[src/rtl/spram_ctrl_pkg.sv]
// spram_ctrl_pkg: shared constants and request record for the single-port RAM controller.
package spram_ctrl_pkg;
    localparam int FIFO_DEPTH = 2;
    localparam int PTR_W = $clog2(FIFO_DEPTH);
    localparam int REQ_A = 16;
    localparam int REQ_D = 32;
    localparam int REQ_S = 2;
    typedef struct packed {
        logic             wnr;
        logic [REQ_A-1:0] addr;
        logic [REQ_D-1:0] wdata;
        logic [REQ_S-1:0] wstrb;
    } req_t;
endpackage

[src/rtl/spram_ctrl_fifo.sv]
// spram_ctrl_fifo: two-entry response buffer with wrapping 1-bit pointers.
module spram_ctrl_fifo
    import spram_ctrl_pkg::*;
#(
    parameter int W = 32
) (
    input  logic         clk,
    input  logic         rst,
    input  logic         push,
    input  logic         pop,
    input  logic [W-1:0] din,
    output logic         full,
    output logic         empty,
    output logic [W-1:0] head
);
    logic [W-1:0] mem [FIFO_DEPTH];
    logic [PTR_W-1:0] wptr, rptr;
    logic [PTR_W:0] cnt;
    always_ff @(posedge clk or posedge rst) begin
        if (rst) begin
            for (int i = 0; i < FIFO_DEPTH; i++) mem[i] <= '0;
            wptr <= '0;
            rptr <= '0;
            cnt  <= '0;
        end else begin
            if (push) begin
                mem[wptr] <= din;
                wptr      <= wptr + 1'b1;
            end
            if (pop) rptr <= rptr + 1'b1;
            if (push && !pop) cnt <= cnt + 1'b1;
            else if (pop && !push) cnt <= cnt - 1'b1;
        end
    end
    assign full  = cnt == (PTR_W+1)'(FIFO_DEPTH);
    assign empty = cnt == '0;
    assign head  = mem[rptr];
endmodule

[src/rtl/spram_ctrl.sv]
// spram_ctrl: request/response front end for a single-port RAM with 1-cycle registered reads.
// Reads are credit-limited so the in-flight read plus buffered data never exceed the FIFO depth.
module spram_ctrl
    import spram_ctrl_pkg::*;
#(
    parameter int A = 16,
    parameter int D = 32,
    parameter int S = 2
) (
    input  logic         clk,
    input  logic         rst,
    input  logic         req_valid,
    output logic         req_ready,
    input  logic         req_wnr,
    input  logic [A-1:0] req_addr,
    input  logic [D-1:0] req_wdata,
    input  logic [S-1:0] req_wstrb,
    output logic         resp_valid,
    input  logic         resp_ready,
    output logic [D-1:0] resp_rdata,
    output logic         mem_en,
    output logic         mem_wnr,
    output logic [A-1:0] mem_addr,
    output logic [D-1:0] mem_wdata,
    output logic [S-1:0] mem_wstrb,
    input  logic [D-1:0] mem_rdata
);
    logic         acc, pend_q, push, pop, full, empty;
    logic [D-1:0] head;
    // pend_q + count < 2 is equivalent to: not full, and not (one buffered while one in flight)
    assign req_ready  = !rst && (req_wnr || (!full && !(pend_q && !empty)));
    assign acc        = req_valid && req_ready;
    assign mem_en     = acc;
    assign mem_wnr    = req_wnr;
    assign mem_addr   = req_addr;
    assign mem_wdata  = req_wdata;
    assign mem_wstrb  = req_wstrb;
    assign resp_valid = !empty || pend_q;
    assign resp_rdata = (!empty || rst) ? head : mem_rdata;
    assign push       = pend_q && !(empty && resp_ready);
    assign pop        = resp_valid && resp_ready && !empty;
    always_ff @(posedge clk or posedge rst) begin
        if (rst) pend_q <= 1'b0;
        else pend_q <= acc && !req_wnr;
    end
    spram_ctrl_fifo #(.W(D)) u_fifo (
        .clk  (clk),
        .rst  (rst),
        .push (push),
        .pop  (pop),
        .din  (mem_rdata),
        .full (full),
        .empty(empty),
        .head (head)
    );
endmodule

[config.mk]
export PLATFORM = sky130hd
export DESIGN_NAME = spram_ctrl
export DESIGN_NICKNAME = d
export VERILOG_FILES = /design/src/rtl/spram_ctrl_pkg.sv /design/src/rtl/spram_ctrl_fifo.sv /design/src/rtl/spram_ctrl.sv
export SDC_FILE = /design/constraint.sdc
export NUM_CORES = 1
export LEC_CHECK = 0
export ABC_AREA = 1
export CAP_MARGIN = 25
export CORE_MARGIN = 1
export CORE_UTILIZATION = 25
export DETAILED_ROUTE_END_ITERATION = 6
export DONT_BUFFER_PORTS = 1
export SYNTH_ARGS = -nofsm -noshare
export SYNTH_HDL_FRONTEND = slang
export SYNTH_SLANG_ARGS = --single-unit
[constraint.sdc]
create_clock -name clk -period 5.8 [get_ports clk]
set_input_delay 1.45 -clock clk [delete_from_list [all_inputs] [get_ports clk]]
set_output_delay 1.45 -clock clk [all_outputs]
set_load 0.02 [all_outputs]
Word-level counts from Yosys, hierarchy flattened
Cells that the tools add are included.

Output and inout port bits: 86. Input bits: 87. Logic and storage cells: 50. Register bits after elaboration: 69.

Magnitude comparators: 3. Reductions and logical operators: 25. Muxes and demuxes: 9. Bitwise operators: 2. $add $sub $neg: 4. Equality and inequality tests: 1.

Operators by type and width (number): $mux W32 (5); $bwmux W64 (1); $demux W32 S1 (1); $logic_and A1 B1 Y1 (12); $logic_not A1 Y1 (8); $ge A2 B2 Y1 const B (2); $mux W2 (2); $not A1 Y2 (2); $logic_or A1 B1 Y1 (3); $add A1 B1 Y1 const B (2); $add A2 B1 Y2 const B (1); $eq A2 B2 Y1 const B (1); $logic_not A2 Y1 (1); $lt A2 B1 Y1 const B (1); $reduce_bool A2 Y1 (1); $sub A2 B1 Y2 const B (1).

Depth between registers and ports, before layout
Gate-level depths: netlist of the first run.

Word-level depth: 9. Mapped depth: 7. Mapped depth without buffers: 6.

By module
Synthesis of the first run repeated with hierarchy kept, for this count alone.

Cell total of the unflattened synthesis: 477. Area, all modules: 4035.1 µm².

By module, submodules not included: spram_ctrl_fifo (instances 1, cells an instance 299, seq. area each 1701.6 µm², area each 3051.7 µm²); spram_ctrl (instances 1, cells an instance 178, seq. area each 25.0 µm², area each 983.4 µm²).

Worst setup path before layout of the first run
OpenSTA, ideal clock, no wires.

Kind: input port to output port. Start point: input port rst. End point: output port resp_rdata[23]. Arrival: 4235 ps. Required time: 4350 ps. Path slack: 115 ps. Stages on the path: 4. Cell sequence: clkinv_1 -> clkbuf_1 -> nand3_1 -> nand2_1.

Cells in the longest elaborated chain, start to end: 2.

RTL lines: start, declared (line spram_ctrl.sv:11) `input logic rst,`; $logic_or A1 B1 Y1 (line spram_ctrl.sv:39) `assign resp_rdata = (!empty || rst) ? head : mem_rdata;`; $mux W32 (line spram_ctrl.sv:39); end, declared (line spram_ctrl.sv:20) `output logic [D-1:0] resp_rdata,`.

Every way passes these cells.

Worst setup path after layout of the first run
Start point: input port rst. End point: output port resp_rdata[22].

The elaborated chain is that of the path after synthesis.

==> flow_metrics.env, run 1 <==
export IMPL_post_cts_buffers=0
export IMPL_multiInputGateArea_sq_um=1770
export IMPL_skew_ns=0.00419
export IMPL_fillCellCount=1821
export IMPL_seqPwrFrac_pct=33.0
export IMPL_die_w_microns=131
export IMPL_crit_chain="inv_4 > nand2_1 > buf_4 > o211ai_1 > nand2_1"
export IMPL_worstMarginPinSlew_ns=0.859
export IMPL_holdCritPathClass="flip-flop to flip-flop"
export IMPL_irDropWorstVdd_v=0.000290
export IMPL_drcViolationCount=0
export IMPL_clockPowerShare_pct=21.9
export IMPL_synth_cell_type_count=20
export IMPL_dieHeight_microns=131
export IMPL_synth_seq_area_share_pct=41.4
export IMPL_synth_area_sq_um=4180
export IMPL_startpoint_type="primary input"
export IMPL_dieArea_sq_um=17200
export IMPL_fmax_ghz=0.231
export IMPL_ant_nets=0
export IMPL_wire_per_inst_microns=16.2
export IMPL_cpMostUsedCell="nand2_1"
export IMPL_synth_seq_cells=69
export IMPL_antenna_found_initial=0
export IMPL_min_period_ns=4.34
export IMPL_hold_viol=0
export IMPL_timing_reg2reg_setup_slack_ns=3.01
export IMPL_p_sw_share_pct=45.1
export IMPL_cts_hold_buf=0
export IMPL_slew_headroom_pct=42.6
export IMPL_post_cts_resized=0
export IMPL_syn_instance_count=527
export IMPL_clk_pin_slew_ns=0.05
export IMPL_viasPerCell=4.85
export IMPL_num_rows=46
export IMPL_synth_area_top_cells="dfrtp_1 41%, nand2_1 16%, buf_4 10%, nand4_1 9.9%, o211ai_1 5.8%"
export IMPL_first_pass_iters=4
export IMPL_synth_warnings=0
export IMPL_p_leak_nw=2.03
export IMPL_via_count=3261
export IMPL_grt_pass1_wl_mm=18.0
export IMPL_synth_nets=614
export IMPL_cts_max_level=3
export IMPL_routed_wl_mm=10.9
export IMPL_end_kind="output port"
export IMPL_path_class="primary input to output port"
export IMPL_worstPathRequired_ns=4.35
export IMPL_tritoncts="done"
export IMPL_grt_ovfl_total=0
export IMPL_drv_slew=0
export IMPL_hpwl_mm=6.59
export IMPL_syn_mean_instance_area_sq_um=7.92
export IMPL_crit_arrival_ns=2.89
export IMPL_power_switching_mw=1.13
export IMPL_cts_made_buffers=9
export IMPL_maxCapViolations=0
export IMPL_rsz0062_at_grt="no"
export IMPL_cpPeakStageDelay_ns=0.48
export IMPL_final_net_count=539
export IMPL_setup_viol=0
export IMPL_place_congestion=0.697
export IMPL_io_pin_count=173
export IMPL_p_comb_share_pct=45.1
export IMPL_cts_sinks=69
export IMPL_io_buffers=0
export IMPL_drive_above_1_share_pct=13.3
export IMPL_clk_path_buf_depth=2
export IMPL_register_area_sq_um=1730
export IMPL_dp_cells=657
export IMPL_powerDensity_nw_per_um2=601
export IMPL_syn_to_final_growth_pct=-0.0600
export IMPL_synth_top_cell_area_share_pct=41.4
export IMPL_critPathMaxFanout=29
export IMPL_final_setup_tns_ns=0
export IMPL_first_iter_violations=183
export IMPL_yosysTopAreaCell="dfrtp_1"
export IMPL_status="complete, no violations"
export IMPL_cts_root_buf="clkbuf_16"
export IMPL_post_route_period_util_pct=74.8
export IMPL_grt_max_degree=72
export IMPL_start_util_pct=25.9
export IMPL_clk_latency_ns=0.34
export IMPL_p_int_mw=1.38
export IMPL_core_area_sq_um=16100
export IMPL_worst_path_max_delay_cell="nand2_1"
export IMPL_n_antenna_cell=0
export IMPL_grt_usage_pct=13.6
export IMPL_stdcell_count=673
export IMPL_grt_pass1_vias=3216
synthesized netlist by cell type:
cell type	instances
nand2_1	175
dfrtp_1	69
nand4_1	66
buf_4	58
nand3_1	34
o211ai_1	32
or2_2	32
buf_2	15
inv_1	11
buf_1	8
clkbuf_1	8
buf_6	6
nor2_1	4
nand3_2	2
o21ai_0	2
clkinv_1	1
nand2_2	1
nor2_8	1
nor3_1	1
xor2_1	1
worst max-delay path: cells and delay by family:
family	cells	cell delay, ns
compound gates	1	0.10
buf+inv	2	0.63
simple gates	2	0.69
state kept, by name (all words and copies together) (netlist names):
name         flops
u_fifo.mem      64
u_fifo.wptr      1
u_fifo.rptr      1
pend_q           1
u_fifo.cnt       2
final timing paths:
kind	from	endpoint	depth (start not counted)
worst max-delay path	rst	resp_rdata[22]	5
worst min-delay path	u_fifo.mem[50]	u_fifo.mem[50]	2
worst max register to register	u_fifo.cnt[0]	u_fifo.mem[7]	5
worst min register to register	u_fifo.mem[50]	u_fifo.mem[50]	2
max in group asynchronous	rst	u_fifo.mem[15]	2
min in group asynchronous	rst	u_fifo.mem[34]	1
per-layer routing:
layer  wire, microns  vias to the layer above  GRT usage (%)
li1                -                     1576              -
met1            4850                     1562           17.2
met2            5190                      106           21.2
met3             661                       17           3.82
met4             231                        0           6.27
met5               0                        -              0
stage by stage:
| stage | hold slack [ns] | utilization, % | setup slack (ns) | cell area [sq um] | total power [mW] |
|---|---|---|---|---|---|
| 5_1_grt | 0.474 | 25.9 | 1.30 | 4170 | 2.71 |
| 3_5_place_dp | 0.450 | 24.1 | 1.40 | 3880 | 1.99 |
| 2_1_floorplan | 0.434 | - | 0.115 | 4180 | 1.82 |
| 6_report | 0.458 | 25.9 | 1.46 | 4170 | 2.51 |
| 3_3_place_gp | 0.446 | 24.1 | 1.43 | 3880 | 1.98 |
| 4_1_cts | 0.464 | 25.9 | 1.42 | 4170 | 2.55 |
cell type report:
| type | count | share of cell area [%] |
|---|---|---|
| Multi-Input combinational cell | 351 | 42.3 |
| Tap cell | 216 | 6.48 |
| Inverter | 12 | 1.14 |
| Sequential cell | 69 | 41.4 |
| Clock buffer | 12 | 5.91 |
| Timing Repair Buffer | 9 | 1.62 |
| Clock inverter | 4 | 1.14 |
cell families (layout without fill, tap and decap cells):
group                     count (synthesis)  after routing  synth area share (%)
and+or+nand+nor                         316            316                  36.1
buffers and inverters                   107             37                  16.4
DFF                                      69             69                  41.4
AOI/OAI and AO/OA                        34             34                  5.99
xor gates and xnor gates                  1              1                 0.210
cells in the final DEF, fill, tap and decap left out:
cell type   count
nor3_1          1
o21ai_0         2
o211ai_1       32
nor2_8          1
clkinvlp_4      1
nand4_1        66
or2_2          32
buf_4           9
inv_1          11
nand2_1       175
clkbuf_8        1
clkbuf_16       9
clkinv_2        2
nand2_2         1
dfrtp_1        68
bufinv_16       1
inv_4           1
dfrtp_2         1
clkbuf_1        2
xor2_1          1
nor2_1          4
nand3_2         2
nand3_1        34
power by group through the flow:
stage	clock [mW]	combinational [mW]	sequential, mW
3_3_place_gp	0	1.15	0.828
2_1_floorplan	0	1.02	0.797
4_1_cts	0.566	1.16	0.826
6_report	0.549	1.13	0.828
3_5_place_dp	0	1.15	0.833
5_1_grt	0.586	1.27	0.858
(Power assumes the default switching activity.)
==> run 2: changes to the inputs <==
==> constraint.sdc (replaced) <==
create_clock -name clk -period 4.32 [get_ports clk]
set_input_delay 1.08 -clock clk [delete_from_list [all_inputs] [get_ports clk]]
set_output_delay 1.08 -clock clk [all_outputs]
set_load 0.02 [all_outputs]
==> run 2 against run 1 <==
Net effect: clock-buffer cell count down 3; setup slack worse by 0.31 ns; register-to-register slack got worse by 1.3 ns; largest power group unchanged.
==> flow_metrics.env, run 2 (synthesized netlist as in run 1, its figures left out) <==
export IMPL_p_leak_nw=2.05
export IMPL_post_cts_buffers=0
export IMPL_start_util_pct=25.9
export IMPL_io_buffers=0
export IMPL_cts_made_buffers=9
export IMPL_place_area_sq_um=3890
export IMPL_fmax_ghz=0.316
export IMPL_die_w_microns=131
export IMPL_post_route_cell_area_sq_um=4220
export IMPL_path_class="flip-flop to output port"
export IMPL_drv_slew=0
export IMPL_cts_root_buf="clkbuf_16"
export IMPL_largestRegisters="u_fifo.mem (64), u_fifo.cnt (2)"
export IMPL_post_cts_resized=0
export IMPL_min_period_ns=3.17
export IMPL_cpPeakStageDelay_ns=0.51
export IMPL_slew_headroom_pct=45.9
export IMPL_io_pin_count=173
export IMPL_hold_path_startpoint="u_fifo.mem[44]"
export IMPL_grt_pass1_wl_mm=17.9
export IMPL_cpMostUsedCell="nand2_1"
export IMPL_holdCritPathClass="flip-flop to flip-flop"
export IMPL_layout_common_cells="175 x nand2_1, 68 x dfrtp_1, 66 x nand4_1, 34 x nand3_1"
export IMPL_grt_max_degree=72
export IMPL_end_kind="output port"
export IMPL_drcViolationCount=0
export IMPL_worst_path_max_delay_cell="dfrtp_1"
export IMPL_grt_ovfl_total=0
export IMPL_crit_chain="nor2_8 > nand2_1 > buf_4 > o211ai_1 > nand2_1"
export IMPL_rr_startpoint="u_fifo.cnt[0]"
export IMPL_grt_pass1_vias=3197
export IMPL_irDropWorstVdd_v=0.000344
export IMPL_largest_register_ffs=64
export IMPL_powerDensity_nw_per_um2=811
export IMPL_post_route_period_util_pct=73.4
export IMPL_max_flop_register="u_fifo.mem"
export IMPL_clk_latency_ns=0.33
export IMPL_met3_usage_pct=3.20
export IMPL_viasPerCell=4.76
export IMPL_worstMarginPinSlew_ns=0.811
export IMPL_final_common_cell="nand2_1"
export IMPL_cts_sinks=69
export IMPL_stdcell_count=673
export IMPL_hold_viol=0
export IMPL_critical_path_top_delay_family="simple AND/OR/NAND/NOR gates"
export IMPL_startpoint_type="flip-flop"
export IMPL_ant_nets=0
export IMPL_crit_start="u_fifo.cnt[0]"
export IMPL_syn_to_final_growth_pct=0.959
export IMPL_final_net_count=539
export IMPL_setup_viol=0
export IMPL_dp_cells=657
export IMPL_cp_num_buf_inv=1
export IMPL_worstPathRequired_ns=3.24
export IMPL_dieArea_sq_um=17200
export IMPL_hpwl_mm=6.54
export IMPL_place_congestion=0.687
export IMPL_timing_hold_ws_ns=0.460
export IMPL_clk_pin_slew_ns=0.06
export IMPL_gr_usage_met1_pct=17.6
export IMPL_first_pass_iters=4
export IMPL_core_area_sq_um=16100
export IMPL_n_antenna_cell=0
export IMPL_cts_hold_buf=0
export IMPL_routed_wl_mm=10.8
export IMPL_wire_per_inst_microns=16.1
export IMPL_dieHeight_microns=131
export IMPL_worst_slack_ns=1.15
export IMPL_power_mw=3.42
export IMPL_met2_usage_pct=21.0
export IMPL_status="complete, no violations"
export IMPL_rsz0062_at_grt="no"
export IMPL_pre_cts_ws_ns=1.18
export IMPL_drive_above_1_share_pct=13.8
export IMPL_critPathMaxFanout=35
export IMPL_crit_arrival_ns=2.09
export IMPL_top_usage_layer="met2"
export IMPL_via_count=3201
export IMPL_maxCapViolations=0
export IMPL_antenna_found_initial=0
export IMPL_final_setup_tns_ns=0
export IMPL_clk_path_buf_depth=2
export IMPL_cts_max_level=3
export IMPL_fin_util_pct=26.2
export IMPL_grt_usage_pct=13.3
export IMPL_tritoncts="done"
export IMPL_skew_ns=0.00438
export IMPL_num_rows=46
export IMPL_first_iter_violations=203
-- run 2: cell types whose count changed in the layout (fill, tap and decap cells not counted), sizes merged --
cell and change:
clkbuf -3, bufinv +1, clkinv +1, inv +1
-- run 2: layer usage --
layer	wire, microns	vias to the layer above
met2	5040	93
li1	-	1576
met4	143	0
met3	559	13
met1	5100	1519
met5	0	-
-- run 2: path summary, 6_finish.rpt --
check                                 endpoint  slack, ns  cells past startpoint
worst max register to register   u_fifo.mem[7]       1.75                      5
worst max-delay path             resp_rdata[7]       1.15                      5
max in group asynchronous       u_fifo.mem[44]       3.13                      2
worst min register to register  u_fifo.mem[44]       0.46                      2
worst min-delay path            u_fifo.mem[44]       0.46                      2
min in group asynchronous        u_fifo.mem[3]       0.54                      1
-- run 2: layout make-up --
class                   instances  area [sq um]
clock buffers                   9           225
inverters                      12          47.5
flip-flops and latches         69          1730
multi-input cells             351          1770
repair buffers                  9          80.1
fillers                      1788         11900
clock inverters                 7          98.8
well taps                     216           270
-- run 2: worst register-to-register path: cells and delay by family (launching register included) --
kind / cells / cell delay [ns]
and+or+nand+nor: 5 / 2.00
DFF: 1 / 0.51
-- run 2: report_power, final --
group / switching, mW / internal, mW
sequential: 0.205 / 0.950
clock: 0.291 / 0.508
combinational: 1.03 / 0.438
==> run 3: changes to the inputs <==
==> constraint.sdc (replaced) <==
create_clock -name clk -period 2.89 [get_ports clk]
set_input_delay 0.7225 -clock clk [delete_from_list [all_inputs] [get_ports clk]]
set_output_delay 0.7225 -clock clk [all_outputs]
set_load 0.02 [all_outputs]
==> run 3 against run 2 <==
Net effect: via count increased by 0.28%; global-route usage increased by 0.13 points; power increased by 49%; hold slack got worse by 0.13 ns; register-to-register slack got worse by 1.0 ns; setup slack got worse by 0.77 ns; first-iteration DRC count decreased by 8.4%; clock power increased by 43%; wire length increased by 1.8%; clock-buffer cell count increased by 3; sequential power increased by 46%; die area unchanged; critical endpoint is now resp_rdata[23]; largest power group unchanged.
==> flow_metrics.env, run 3 (synthesized netlist as in run 1, its figures left out) <==
export IMPL_timing_reg2reg_setup_slack_ns=0.75
export IMPL_critical_path_top_delay_family="flip-flops"
export IMPL_rsz0062_at_grt="no"
export IMPL_clockPowerShare_pct=22.3
export IMPL_io_buffers=0
export IMPL_p_leak_nw=2.08
export IMPL_dieArea_sq_um=17200
export IMPL_layout_common_cells="175 x nand2_1, 68 x dfrtp_1, 66 x nand4_1, 34 x nand3_1"
export IMPL_largestRegisters="u_fifo.mem (64), u_fifo.cnt (2)"
export IMPL_cpMostUsedCell="nand2_1"
export IMPL_p_sw_share_pct=44.4
export IMPL_startpoint_type="flip-flop"
export IMPL_top_usage_layer="met2"
export IMPL_p_comb_share_pct=44.7
export IMPL_syn_to_final_growth_pct=1.74
export IMPL_cp_num_buf_inv=1
export IMPL_via_count=3210
export IMPL_post_cts_resized=0
export IMPL_seqPwrFrac_pct=32.9
export IMPL_fmax_ghz=0.398
export IMPL_cts_max_level=3
export IMPL_setup_viol=0
export IMPL_powerDensity_nw_per_um2=1200
export IMPL_fillCellCount=1808
export IMPL_met2_usage_pct=21.2
export IMPL_power_switching_mw=2.27
export IMPL_p_int_mw=2.84
export IMPL_critPathMaxFanout=32
export IMPL_drcViolationCount=0
export IMPL_dieHeight_microns=131
export IMPL_grt_pass1_wl_mm=18.2
export IMPL_post_route_period_util_pct=86.9
export IMPL_crit_arrival_ns=1.79
export IMPL_reg2reg_depth=6
export IMPL_met3_usage_pct=3.55
export IMPL_first_iter_violations=186
export IMPL_tritoncts="done"
export IMPL_rr_startpoint="u_fifo.cnt[0]"
export IMPL_drive_above_1_share_pct=14.9
export IMPL_end_kind="output port"
export IMPL_die_w_microns=131
export IMPL_clk_pin_slew_ns=0.06
export IMPL_worst_path_max_delay_cell="dfrtp_1"
export IMPL_grt_ovfl_total=0
export IMPL_cpPeakStageDelay_ns=0.55
export IMPL_worstPathRequired_ns=2.17
export IMPL_slew_headroom_pct=49.4
export IMPL_start_util_pct=25.9
export IMPL_clk_latency_ns=0.33
export IMPL_irDropWorstVdd_v=0.000474
export IMPL_stdcell_count=679
export IMPL_crit_chain="nor2_8 > nand2_1 > buf_4 > o211ai_1 > nand2_1"
export IMPL_cts_hold_buf=0
export IMPL_core_area_sq_um=16100
export IMPL_wire_per_inst_microns=16.3
export IMPL_post_cts_buffers=0
export IMPL_grt_pass1_vias=3221
export IMPL_hpwl_mm=6.99
export IMPL_grt_max_degree=71
export IMPL_n_antenna_cell=0
export IMPL_gr_usage_met1_pct=17.8
export IMPL_holdCritPathClass="primary input to async pin"
export IMPL_first_pass_iters=5
export IMPL_largest_register_ffs=64
export IMPL_hold_viol=0
export IMPL_cts_sinks=69
export IMPL_clk_path_buf_depth=2
export IMPL_place_area_sq_um=3940
export IMPL_path_class="flip-flop to output port"
export IMPL_final_net_count=545
export IMPL_skew_ns=0.00494
export IMPL_cts_made_buffers=9
export IMPL_worstMarginPinSlew_ns=0.760
export IMPL_dp_cells=663
export IMPL_cts_root_buf="clkbuf_16"
export IMPL_maxCapViolations=0
export IMPL_final_setup_tns_ns=0
export IMPL_status="complete, no violations"
export IMPL_fin_util_pct=26.4
export IMPL_timing_rr_end="u_fifo.mem[48]"
export IMPL_place_congestion=0.726
export IMPL_grt_usage_pct=13.4
export IMPL_max_flop_register="u_fifo.mem"
export IMPL_drv_slew=0
export IMPL_io_pin_count=173
export IMPL_final_common_cell="nand2_1"
export IMPL_antenna_found_initial=0
export IMPL_ant_nets=0
export IMPL_post_route_cell_area_sq_um=4250
export IMPL_routed_wl_mm=11.0
export IMPL_min_period_ns=2.51
export IMPL_viasPerCell=4.73
export IMPL_num_rows=46
[run 3: per-stage QoR]
step                      setup slack (ns)  hold WS (ns)  power [mW]
final                                0.378         0.329        5.11
after global routing                 0.239         0.340        5.49
after CTS                            0.340         0.334        5.18
after detailed placement             0.580         0.450        4.03
after global placement               0.578         0.445        3.99
after floorplan                      0.318         0.434        3.66
[run 3: worst max path at each step]
stage                       start        endpoint  slack [ns]  depth (start not counted)
finish              u_fifo.cnt[0]  resp_rdata[23]        0.38                          5
CTS                 u_fifo.cnt[0]   resp_rdata[6]        0.34                          5
floorplan                     rst  resp_rdata[23]        0.32                          4
global route        u_fifo.cnt[0]  resp_rdata[23]        0.24                          5
global placement              rst   resp_rdata[6]        0.58                          5
detailed placement            rst   resp_rdata[6]        0.58                          5
[run 3: area by class of cell]
| cell class | count | area [sq um] | area share, % |
|---|---|---|---|
| multi-input cells | 351 | 1770 | 41.6 |
| repair buffers | 15 | 125 | 2.95 |
| well taps | 216 | 270 | 6.36 |
| clock buffers | 12 | 267 | 6.27 |
| flip-flops and latches | 69 | 1730 | 40.7 |
| clock inverters | 4 | 45.0 | 1.06 |
| inverters | 12 | 47.5 | 1.12 |
[run 3: power by group through the flow]
stage          sequential [mW]  clock [mW]  combinational (mW)
4_1_cts                   1.68        1.17                2.34
2_1_floorplan             1.60           0                2.06
5_1_grt                   1.74        1.20                2.55
6_report                  1.68        1.14                2.28
3_5_place_dp              1.69           0                2.33
3_3_place_gp              1.68           0                2.31
[run 3: metal layers]
metal | wire length (microns) | up-vias
met5 | 0 | -
met4 | 111 | 0
met3 | 586 | 14
met2 | 5080 | 84
met1 | 5260 | 1527
li1 | - | 1585
[run 3: worst register-to-register path, stage by stage, from the launching register on]
cell     delay, ns
dfrtp_1       0.50
nor2_8        0.16
buf_4         0.38
nand2_2       0.34
buf_4         0.42
nand4_1       0.16
nand2_1       0.07
==> variant: new RTL, flow settings as in run 2 <==
Make the reset (`rst`) synchronous in 2 clocked blocks.
--- a/src/rtl/spram_ctrl_fifo.sv
+++ b/src/rtl/spram_ctrl_fifo.sv
@@ -16,7 +16,7 @@
     logic [W-1:0] mem [FIFO_DEPTH];
     logic [PTR_W-1:0] wptr, rptr;
     logic [PTR_W:0] cnt;
-    always_ff @(posedge clk or posedge rst) begin
+    always_ff @(posedge clk) begin
         if (rst) begin
             for (int i = 0; i < FIFO_DEPTH; i++) mem[i] <= '0;
             wptr <= '0;
--- a/src/rtl/spram_ctrl.sv
+++ b/src/rtl/spram_ctrl.sv
@@ -39,7 +39,7 @@
     assign resp_rdata = (!empty || rst) ? head : mem_rdata;
     assign push       = pend_q && !(empty && resp_ready);
     assign pop        = resp_valid && resp_ready && !empty;
-    always_ff @(posedge clk or posedge rst) begin
+    always_ff @(posedge clk) begin
         if (rst) pend_q <= 1'b0;
         else pend_q <= acc && !req_wnr;
     end
Function: differs if rst is asserted again (counterexample within 4 cycles, from zero or initial values and one cycle with rst high); with rst held inactive, the same outputs for 10 cycles.
==> variant against run 2 <==
Routed wire length decreased by 29%. Utilization increased by 1.5 points. Fmax decreased by 4.8%. Design area decreased by 3.1%. First-iteration DRC count decreased by 59%. Die area decreased by 8.2%. Synthesized cell count decreased by 23%. Area after synthesis decreased by 8.3%. Register-to-register slack improved by 0.51 ns. Sequential cell count increased by 1. Setup slack got worse by 0.16 ns. Highest routed layer unchanged.
Power is not compared: it rests on default switching activity, and its combinational part moved more than twofold at a synthesized area within 25%.
==> variant: results <==
metrics = {
    "outcome": {
        "status": "completed",
    },
    "cts": {
        "cts_num_sinks": 70,
    },
    "setup_path": {
        "critical-path-max-stage-delay_ns": 0.28,
        "timing.critical_path.to": "resp_rdata[14]",
        "worst-path-max-fanout": 25,
        "worst_ep_arrival_time_ns": 2.25,
        "reg2reg_slack_ns": 2.26,
        "largest_delay_contributor_family_on_the_critical_path": "buffers and inverters",
    },
    "global_routing": {
        "grt_start_max_net_pins": 41,
        "grt_util_all_layers_pct": 10.1,
        "first_global_vias": 2449,
    },
    "cells_and_area": {
        "layout.nets": 465,
        "fraction_of_final_layout_cells_with_drive_strength_greater_than_1_pct": 16.5,
        "final.fill_count": 1559,
    },
    "synth": {
        "yosys-top-cells-count": "sky130_fd_sc_hd__inv_1, sky130_fd_sc_hd__edfxtp_1, sky130_fd_sc_hd__nor2_1, sky130_fd_sc_hd__buf_4, sky130_fd_sc_hd__nand2_1",
        "count_of_flip_flops_with_a_built_in_enable_after_synthesis": 64,
        "synth.yosys.seq_area_share_pct": 53.4,
        "synth_top_flop_cell": "sky130_fd_sc_hd__edfxtp_1",
        "area_contributors_post_synth": "sky130_fd_sc_hd__edfxtp_1, sky130_fd_sc_hd__buf_4, sky130_fd_sc_hd__inv_1, sky130_fd_sc_hd__o211ai_1, sky130_fd_sc_hd__nor2_1",
    },
    "drt": {
        "drt_iter0_drc": 84,
        "avgRoutedWirePerCell_um": 13.7,
        "drt_first_pass_iters": 5,
    },
    "placement": {
        "dpl.hpwl_um": 5160,
        "gp_congestion": 0.687,
        "placed_cell_area_mm2": 0.00377,
    },
}
[variant: layer usage]
layer  part of all wire [%]  GRT usage (%)  up-vias
li1                       -              -     1205
met1                     44           11.7     1172
met2                     47           16.9       77
met3                    5.1           2.04       28
met4                    3.3           7.02        0
met5                      0              0        -
[variant: worst min path at each step]
| stage | start | endpoint | slack (ns) | cells after the start |
|---|---|---|---|---|
| 2_1_floorplan | u_fifo.rptr | flip-flop | 0.46 | 2 |
| 3_3_place_gp | u_fifo.rptr | u_fifo.rptr | 0.48 | 2 |
| 3_5_place_dp | u_fifo.rptr | flip-flop | 0.49 | 2 |
| 4_1_cts | u_fifo.rptr | flip-flop | 0.51 | 2 |
| 5_1_grt | u_fifo.rptr | u_fifo.rptr | 0.57 | 2 |
| 6_report | u_fifo.rptr | u_fifo.rptr | 0.50 | 2 |
[variant: cells by family after synthesis]
kind of cell / share of synthesized area [%]
buf+inv: 21.3
flops: 53.4
compound gates: 11.7
simple gates: 13.6
[variant: area by class of cell]
type                            count  area [µm²]  area share, %
Clock buffer                        9         225           5.51
Clock inverter                      6        87.6           2.14
Inverter                           72         270           6.61
Multi-Input combinational cell    192         970           23.7
Sequential cell                    70        2040           50.0
Tap cell                          184         230           5.63
Timing Repair Buffer               33         260           6.37
[variant: per-stage QoR]
step / worst slack [ns] / std cells / hold WS (ns)
after floorplan: 1.18 / 405 / 0.465
after global placement: 0.999 / 550 / 0.482
after detailed placement: 0.971 / 551 / 0.492
after CTS: 0.958 / 566 / 0.506
after global routing: 0.870 / 566 / 0.572
final: 0.991 / 566 / 0.498
[variant: worst register-to-register path, delay by kind of cell (launching register included)]
kind | cells | cell delay (ns)
flops | 1 | 0.35
compound gates | 1 | 0.14
simple gates | 3 | 0.75
buf+inv | 1 | 0.45
